### config.mk
export PLATFORM = sky130hd
export DESIGN_NAME = arm_multicycle_controller
export DESIGN_NICKNAME = d
export VERILOG_FILES = /design/src/rtl/arm_multicycle_controller_pkg.sv /design/src/rtl/arm_multicycle_controller_cond_unit.sv /design/src/rtl/arm_multicycle_controller.sv
export SDC_FILE = /design/constraint.sdc
export NUM_CORES = 1
export LEC_CHECK = 0
export ABC_AREA = 1
export CELL_PAD_IN_SITES_DETAIL_PLACEMENT = 1
export CELL_PAD_IN_SITES_GLOBAL_PLACEMENT = 1
export CORE_MARGIN = 2
export CORE_UTILIZATION = 22
export DETAILED_ROUTE_END_ITERATION = 16
export GPL_TIMING_DRIVEN = 1
export PLACE_DENSITY_LB_ADDON = 0.15
export SYNTH_ARGS = -nofsm -noshare
export SYNTH_HDL_FRONTEND = slang
export SYNTH_SLANG_ARGS = --single-unit
### constraint.sdc
create_clock -name clk -period 1.95 [get_ports clk]
set_input_delay 0.39 -clock clk [delete_from_list [all_inputs] [get_ports clk]]
set_output_delay 0.39 -clock clk [all_outputs]
set_load 0.03 [all_outputs]
### src/rtl/arm_multicycle_controller_pkg.sv
// Shared encodings for the multi-cycle ARM controller: FSM states, ALU/mux
// select codes and condition field values.
package arm_multicycle_controller_pkg;

    typedef enum logic [3:0] {
        FETCH    = 4'd0,
        DECODE   = 4'd1,
        MEMADR   = 4'd2,
        MEMREAD  = 4'd3,
        MEMWB    = 4'd4,
        MEMWRITE = 4'd5,
        EXECUTER = 4'd6,
        EXECUTEI = 4'd7,
        ALUWB    = 4'd8,
        BRANCH   = 4'd9
    } state_t;

    typedef enum logic [3:0] {
        COND_EQ = 4'b0000, COND_NE = 4'b0001, COND_CS = 4'b0010, COND_CC = 4'b0011,
        COND_MI = 4'b0100, COND_PL = 4'b0101, COND_VS = 4'b0110, COND_VC = 4'b0111,
        COND_HI = 4'b1000, COND_LS = 4'b1001, COND_GE = 4'b1010, COND_LT = 4'b1011,
        COND_GT = 4'b1100, COND_LE = 4'b1101, COND_AL = 4'b1110, COND_NV = 4'b1111
    } cond_t;

    localparam logic [3:0] ALU_AND = 4'b0000;
    localparam logic [3:0] ALU_ORR = 4'b1100;
    localparam logic [3:0] ALU_ADD = 4'b0100;
    localparam logic [3:0] ALU_SUB = 4'b0010;
    localparam logic [3:0] ALU_MOV = 4'b1101;

    // Data-processing command field, Funct[4:1]
    localparam logic [3:0] CMD_AND = 4'b0000;
    localparam logic [3:0] CMD_ORR = 4'b1100;
    localparam logic [3:0] CMD_ADD = 4'b0100;
    localparam logic [3:0] CMD_SUB = 4'b0010;
    localparam logic [3:0] CMD_MOV = 4'b1101;
    localparam logic [3:0] CMD_CMP = 4'b1010;

    localparam logic [1:0] RES_ALUOUT = 2'b00;
    localparam logic [1:0] RES_DATA   = 2'b01;
    localparam logic [1:0] RES_ALU    = 2'b10;

    localparam logic [1:0] SRCB_RD2 = 2'b00;
    localparam logic [1:0] SRCB_IMM = 2'b01;
    localparam logic [1:0] SRCB_INC = 2'b10;

    localparam logic [1:0] IMM_8  = 2'b00;
    localparam logic [1:0] IMM_12 = 2'b01;
    localparam logic [1:0] IMM_24 = 2'b10;

    localparam logic [1:0] SH_ROR = 2'b11;

endpackage

### src/rtl/arm_multicycle_controller_cond_unit.sv
// NZCV flag register and condition evaluation; flag writes only land when
// the instruction's condition passes.
module cond_unit
    import arm_multicycle_controller_pkg::*;
(
    input  logic       clk,
    input  logic       reset_n,
    input  logic [3:0] cond,
    input  logic [3:0] aluflags,
    input  logic       flagw,
    output logic [3:0] flags,
    output logic       condex
);

    logic n, z, c, v;
    assign {n, z, c, v} = flags;

    always_comb begin
        condex = 1'b0;
        case (cond_t'(cond))
            COND_EQ: condex = z;
            COND_NE: condex = !z;
            COND_CS: condex = c;
            COND_CC: condex = !c;
            COND_MI: condex = n;
            COND_PL: condex = !n;
            COND_VS: condex = v;
            COND_VC: condex = !v;
            COND_HI: condex = c && !z;
            COND_LS: condex = !c || z;
            COND_GE: condex = (n == v);
            COND_LT: condex = (n != v);
            COND_GT: condex = !z && (n == v);
            COND_LE: condex = z || (n != v);
            COND_AL: condex = 1'b1;
            default: condex = 1'b0;
        endcase
    end

    always_ff @(posedge clk) begin
        if (!reset_n)
            flags <= '0;
        else if (flagw && condex)
            flags <= aluflags;
    end

endmodule

### src/rtl/arm_multicycle_controller.sv
// Multi-cycle ARM control unit: Moore main FSM with combinational ALU,
// shifter and immediate decode driving a shared datapath.
module arm_multicycle_controller
    import arm_multicycle_controller_pkg::*;
#(
    parameter int unsigned FETCH_INC = 4
) (
    input  logic        clk,
    input  logic        reset_n,
    input  logic [31:0] Instr,
    input  logic [3:0]  ALUFlags,
    output logic        IRWrite,
    output logic        PCWrite,
    output logic        RegWrite,
    output logic        MemWrite,
    output logic        AdrSrc,
    output logic        ALUSrcA,
    output logic [1:0]  ALUSrcB,
    output logic [1:0]  ResultSrc,
    output logic [1:0]  ImmSrc,
    output logic [2:0]  RegSrc,
    output logic [3:0]  ALUControl,
    output logic [1:0]  Shifter_control,
    output logic [4:0]  shamt,
    output logic [3:0]  Flags,
    output logic [3:0]  state
);

    state_t cur, nxt;

    logic [1:0] op;
    logic [5:0] funct;
    logic [3:0] cmd;
    logic       rd_pc, is_store;
    logic       irw, pcw_raw, rw_raw, mw_raw, flagw;
    logic       condex, en;

    assign op       = Instr[27:26];
    assign funct    = Instr[25:20];
    assign cmd      = funct[4:1];
    assign rd_pc    = (Instr[15:12] == 4'hF);
    assign is_store = (op == 2'b01) && !funct[0];

    // FETCH_INC feeds the datapath constant mux, not this unit
    logic unused_ok;
    assign unused_ok = ^{Instr[19:16], Instr[4:0], 32'(FETCH_INC)};

    always_ff @(posedge clk) begin
        if (!reset_n)
            cur <= FETCH;
        else
            cur <= nxt;
    end

    always_comb begin
        nxt             = FETCH;
        irw             = 1'b0;
        pcw_raw         = 1'b0;
        rw_raw          = 1'b0;
        mw_raw          = 1'b0;
        flagw           = 1'b0;
        AdrSrc          = 1'b0;
        ALUSrcA         = 1'b0;
        ALUSrcB         = SRCB_RD2;
        ResultSrc       = RES_ALUOUT;
        ImmSrc          = IMM_8;
        RegSrc          = '0;
        ALUControl      = ALU_ADD;
        Shifter_control = '0;
        shamt           = '0;
        case (cur)
            FETCH: begin
                irw       = 1'b1;
                pcw_raw   = 1'b1;
                ALUSrcA   = 1'b1;
                ALUSrcB   = SRCB_INC;
                ResultSrc = RES_ALU;
                nxt       = DECODE;
            end
            DECODE: begin
                ALUSrcA   = 1'b1;
                ALUSrcB   = SRCB_INC;
                RegSrc[0] = (op == 2'b10);
                RegSrc[1] = is_store;
                case (op)
                    2'b01: nxt = MEMADR;
                    2'b10: nxt = BRANCH;
                    2'b00: begin
                        if (funct == 6'b010010 && rd_pc) nxt = BRANCH;
                        else if (funct[5])               nxt = EXECUTEI;
                        else                             nxt = EXECUTER;
                    end
                    default: nxt = FETCH;
                endcase
            end
            MEMADR: begin
                ALUSrcB    = SRCB_IMM;
                ImmSrc     = IMM_12;
                ALUControl = funct[3] ? ALU_ADD : ALU_SUB;
                RegSrc[1]  = is_store;
                nxt        = funct[0] ? MEMREAD : MEMWRITE;
            end
            MEMREAD: begin
                AdrSrc = 1'b1;
                nxt    = MEMWB;
            end
            MEMWB: begin
                AdrSrc    = 1'b1;
                ResultSrc = RES_DATA;
                rw_raw    = 1'b1;
                pcw_raw   = rd_pc;
            end
            MEMWRITE: begin
                AdrSrc    = 1'b1;
                mw_raw    = 1'b1;
                RegSrc[1] = 1'b1;
            end
            EXECUTER, EXECUTEI: begin
                if (cur == EXECUTEI) begin
                    ALUSrcB         = SRCB_IMM;
                    ImmSrc          = IMM_8;
                    Shifter_control = SH_ROR;
                    shamt           = {Instr[11:8], 1'b0};
                end else begin
                    Shifter_control = Instr[6:5];
                    shamt           = Instr[11:7];
                end
                case (cmd)
                    CMD_AND: begin ALUControl = ALU_AND; nxt = ALUWB; end
                    CMD_ORR: begin ALUControl = ALU_ORR; nxt = ALUWB; end
                    CMD_ADD: begin ALUControl = ALU_ADD; nxt = ALUWB; end
                    CMD_SUB: begin ALUControl = ALU_SUB; nxt = ALUWB; end
                    CMD_MOV: begin ALUControl = ALU_MOV; nxt = ALUWB; end
                    CMD_CMP: begin ALUControl = ALU_SUB; flagw = 1'b1; end
                    default: nxt = FETCH;
                endcase
            end
            ALUWB: begin
                ResultSrc = RES_ALUOUT;
                rw_raw    = 1'b1;
                pcw_raw   = rd_pc;
            end
            BRANCH: begin
                ResultSrc = RES_ALU;
                pcw_raw   = 1'b1;
                if (op == 2'b10) begin
                    ALUSrcA    = 1'b1;
                    ALUSrcB    = SRCB_IMM;
                    ImmSrc     = IMM_24;
                    RegSrc[0]  = 1'b1;
                    rw_raw     = funct[4];
                    RegSrc[2]  = funct[4];
                end else begin
                    ALUControl = ALU_MOV;
                end
            end
            default: nxt = FETCH;
        endcase
    end

    // FETCH is never conditional; every later side effect waits on CondEx
    assign en       = (cur == FETCH) || condex;
    assign IRWrite  = irw && reset_n;
    assign PCWrite  = pcw_raw && en && reset_n;
    assign RegWrite = rw_raw && en && reset_n;
    assign MemWrite = mw_raw && en && reset_n;
    assign state    = cur;

    cond_unit u_cond (
        .clk      (clk),
        .reset_n  (reset_n),
        .cond     (Instr[31:28]),
        .aluflags (ALUFlags),
        .flagw    (flagw),
        .flags    (Flags),
        .condex   (condex)
    );

endmodule

# Yosys cells after proc, flatten, opt, wreduce, memory -nomap -nowiden
# Index checks and enable logic that the tools add are counted.
[op_classes] addsub=0 mul=0 div_mod_pow=0 magnitude_cmp=0 eq_ne=34 shifts=0 muxes=34 bitwise_logic=0 n_reduce_logical=32
[op_table] operator="$eq A4 B4 Y1 const B" n=13
[op_table] operator="$eq A4 B3 Y1 const B" n=9
[op_table] operator="$pmux W4 S3" n=2
[op_table] operator="$eq A4 B2 Y1 const B" n=5
[op_table] operator="$pmux W4 S5" n=1
[op_table] operator="$pmux W4 S4" n=1
[op_table] operator="$pmux W1 S15" n=1
[op_table] operator="$logic_and A1 B1 Y1" n=12
[op_table] operator="$logic_not A4 Y1" n=3
[op_table] operator="$mux W1" n=12
[op_table] operator="$mux W4" n=3
[op_table] operator="$reduce_or A2 Y1" n=6
[op_table] operator="$pmux W1 S2" n=5
[op_table] operator="$eq A4 B1 Y1 const B" n=2
[op_table] operator="$pmux W2 S2" n=2
[op_table] operator="$pmux W2 S4" n=1
[op_table] operator="$eq A6 B5 Y1 const B" n=1
[op_table] operator="$mux W2" n=3
[op_table] operator="$mux W3" n=2
[op_table] operator="$logic_not A1 Y1" n=5
[op_table] operator="$mux W5" n=1
[op_table] operator="$reduce_or A5 Y1" n=1
[op_table] operator="$logic_or A1 B1 Y1" n=3
[op_table] operator="$reduce_or A3 Y1" n=1
[op_table] operator="5 further kinds" n=5
[totals] register_bits=8 latchBits=0 mem_bits_rw=0 mem_bits_ro=0 inputBits=38 word_cells=102 mem_count=0

# Longest topological paths before layout
# Gate-level depths: netlist of the first run.
[logic_depth] ltp_word=6 ltp_mapped=11 depth_no_buf=11

# Cells and area by module
# From an unflattened synthesis of the first run, not the netlist that was laid out.
[unflattened] hier_cells=187 hier_area_um2=959.7
[modules_own_cells] module="arm_multicycle_controller" instances=1 cells_each=110 area_each_um2=556.8 seq_area_each_um2=80.1
[modules_own_cells] module="cond_unit" instances=1 cells_each=77 area_each_um2=402.9 seq_area_each_um2=80.1

# Worst setup path before layout of the first run
# No wires, ideal clock.
[synth_path] kind="reg-to-output" startpoint="reg cur[0] (netlist: state[0])" endpoint="out RegWrite" arrival_time_ns=2.157 t_required_ns=1.560 path_slack_ns=-0.597 stages_incl_launch_ff=10 cell_sequence="dfxtp_1 > buf_4 > nand2_4 > nor2_2 > inv_2 > nor2_2 > inv_2 > nor2_2 > nor2_1 > nor2_1"
[synth_via] elab_chain_cells=5 elab_cells_between_ends=9 cone_classes="eq/ne (3); mux (1); reduce/logical (5)"
[synth_lines] element="from (decl)" line_no="arm_multicycle_controller.sv:29" rtl="state_t cur, nxt;"
[synth_lines] element="from (signal assigned)" line_no="arm_multicycle_controller.sv:52" rtl="cur <= nxt;"
[synth_lines] element="$eq A4 B4 Y1 / $eq A4 B3 Y1 (equally long branches)" line_no="arm_multicycle_controller.sv:71" rtl="case (cur)"
[synth_lines] element="$reduce_or A2 Y1 (no line)"
[synth_lines] element="$pmux W1 S2" line_no="arm_multicycle_controller.sv:71"
[synth_lines] element="$logic_and A1 B1 Y1 * (2 in a row)" line_no="arm_multicycle_controller.sv:165" rtl="assign RegWrite = rw_raw && en && reset_n;"
[synth_lines] element="to (decl)" line_no="arm_multicycle_controller.sv:14" rtl="output logic RegWrite,"
# Every way passes the cells marked *; elsewhere a longest branch is shown, timed or not.

# Worst setup path in the final report of the first run
[layout_path] startpoint="reg cur[1] (netlist: state[1])" endpoint="out ALUSrcB[0]"
[layout_via] elab_chain_cells=3 elab_cells_between_ends=10 cone_classes="eq/ne (5); mux (2); reduce/logical (3)"
[layout_lines] element="$eq A4 B3 Y1, or another cell as far along" line_no="arm_multicycle_controller.sv:71, arm_multicycle_controller.sv:119"
[layout_lines] element="$mux W1, or another cell as far along" line_no="arm_multicycle_controller.sv:119" rtl="if (cur == EXECUTEI) begin"
[layout_lines] element="$pmux W2 S4 *" line_no="arm_multicycle_controller.sv:71"
[layout_lines] element="to (decl)" line_no="arm_multicycle_controller.sv:18" rtl="output logic [1:0] ALUSrcB,"
# Marks and branches as above.

==> metrics.yaml, run 1 <==
path_cells: "clkinv_4, nand2_4, nor2_4, inv_2, nor2_4, inv_2, buf_6, o211ai_1, buf_4"
cts-buffers-inserted: 3
syn_inst: 186
drtPass1Iterations: 4
yosys_warnings: 0
synth_common_cells: "nand2_1, nor2_1, inv_1, nand3_1, a21oi_1"
synth_edf_count: 0
num_antenna_cells: 0
htreeDepth: 1
cts-root-buf: "clkbuf_8"
skew_ns: 0.00327
synth_area_sq_um: 996
io_pins: 72
drt_iter0_drc: 34
ys_ff_latch: 8
hold-worst-slack_ns: 0.540
initial_utilization_pct: 22.9
grt_max_degree: 9
synth.top_cell.area_share_pct: 16.1
endpoint_kind: "primary output"
min_path_type: "reg -> reg"
wl_per_cell_microns: 13.3
synth_area_leader_cell: "dfxtp_1"
r2r-end: "u_cond.flags[2]$_SDFFE_PN0P_"
worstPathArrival_ns: 1.53
synth.top_cells.by_area: "dfxtp_1, nand2_1, nor2_1"
antenna_found_initial: 0
vias: 1484
cp-start-kind: "flop"
hp-start: "u_cond.flags[1]$_SDFFE_PN0P_"
setup_tns_ns: 0
hold_viol_final: 0
cp_slowest_stage_delay_ns: 0.36
reg2regPathDepth: 10
critPathTopFamily: "buffers and inverters"
synth.most_common_cell: "nand2_1"
placed_cell_area_sq_um: 1810
die_w_microns: 71.3
die_y_microns: 71.3
period_minus_slack_ns: 1.92
syn_area_per_cell_sq_um: 5.35
critical_path_class: "reg -> out"
dieArea_sq_um: 5080
status: "completed"
dp_hpwl_microns: 3520
vias_per_cell: 4.46
cts_num_sinks: 8
clk-insertion-delay-late_ns: 0.23
port_buffers: 62
seq_area_frac_synth_pct: 16.1
ant_nets: 0
finalPower_mw: 0.781
required_ns: 1.56
track_usage_pct: 17.0
grt_pass1_wl_microns: 6910
power_density_nw_per_um2: 372
final_area_sq_um: 2100
synthArstFlopShare_pct: 0
wl_microns: 4420
synth_nets: 224
synthDistinctLibCells: 27
nNetsFinal: 321
clockBufferDepth: 2
cts_tree: "yes"
drc: 0
maxCapViolations: 0
hold_depth: 2
slew_violations: 0
rsz0062_at_grt: "yes"
grt_overflow: 0
slew_headroom_pct: 77.3
rrSetupSlack_ns: 0.34
slowest_stage: "dfxtp_2"
syn2layout_area_growth_pct: 111
ir_drop_mv: 0.394
worst_slew_pin_slew_ns: 0.338
clk_pin_slew_worst_paths_ns: 0.04
r2r-start: "state[2]$_SDFF_PN0_"
drive_above_1_share_pct: 47.0
finalSetupViolCount: 0
final_util_pct: 48.3
timing.final.crit_share_pct: 98.5
whs_endpoint: "u_cond.flags[1]$_SDFFE_PN0P_"
gp_congestion: 0.782
grt_pass1_vias: 1530
path_buf_inv: 5
total_leakage_power_nw: 0.991
rows: 24
core_area_sq_um: 4350
synth_ff_type: "dfxtp_1"
crit_fanout: 6
fmax_mhz: 521
[sequential cells by signal, indices dropped and copies added (netlist names)]
signal,count
u_cond.flags,4
state,4
[report_power, final]
group	switching, mW	total, mW	internal [mW]
sequential	0.0149	0.179	0.164
combinational	0.228	0.407	0.179
clock	0.0613	0.195	0.133
total	0.305	0.781	0.477
[cells in the final DEF (no fill, tap or decap), drive strengths merged]
cell type      count
nand3b             1
o21ai              7
or2                2
clkbuf             4
dlymetal6s2s       2
nand4              1
nor4               1
nor2              43
dfxtp              8
a21oi             13
o2111ai            3
buf               57
clkdlybuf4s50     29
nor3               3
nand2             43
o211ai             1
inv               36
clkinv             3
nand3             20
dlygate4sd2        4
[how the worst max path moves through the flow]
stage | depth (start not counted) | slack (ns) | to | from
floorplan | 10 | -0.19 | RegWrite | state[3]$_SDFF_PN0_
global placement | 12 | -0.48 | MemWrite | Instr[28]
detailed placement | 11 | -0.47 | MemWrite | Instr[31]
CTS | 11 | -0.05 | RegWrite | state[3]$_SDFF_PN0_
global route | 11 | -0.07 | RegWrite | state[3]$_SDFF_PN0_
finish | 9 | 0.03 | ALUSrcB[0] | state[1]$_SDFF_PN0_
[worst reg2reg max path: cells and delay by family (launching register included)]
family / cells / cell delay [ns]
buffers and inverters: 3 / 0.29
DFF: 1 / 0.36
and+or+nand+nor: 7 / 0.84
[kinds of logic after synthesis]
logic type | share of synthesized area, %
simple gates | 54.1
buf+inv | 15.6
compound gates | 14.2
flops | 16.1
[final cells by class]
cell class / count / area, sq um
fill: 574 / 2250
multi-input combinational: 138 / 830
timing repair buffer: 93 / 815
sequential: 8 / 188
inverter: 39 / 164
tap: 52 / 65.1
clock buffer: 3 / 41.3
[layer usage]
layer  wire length, microns  global-route usage [%]  share of wire, %
met4                     17                    3.14              0.39
met2                   2470                    32.6                56
met3                    123                    2.95               2.8
met5                      0                       0                 0
met1                   1810                    19.8                41
[per-stage QoR]
stage	setup slack [ns]	cells
global route	-0.0680	333
global placement	-0.477	319
detailed placement	-0.465	319
finish	0.0295	333
floorplan	-0.192	186
CTS	-0.0473	329
[timing repair]
item                       CTS  global route
pin swaps                   10            15
setup buffers                7             4
hold buffers                 0             0
gates resized for setup     44            47
setup endpoints to repair   12            17
cloned                       0             0
No activity file was read; power rests on OpenSTA's default activity.
==> run 2: changes to the inputs <==
HOLD_SLACK_MARGIN = 0.02   (was unset)
==> results of run 2 <==
The final DEF is identical to that of run 1; final timing and power are the same.
==> run 3: changes to the inputs <==
SLEW_MARGIN = 20   (was unset)
==> results of run 3 <==
The final DEF is identical to that of run 1; final timing and power are the same.
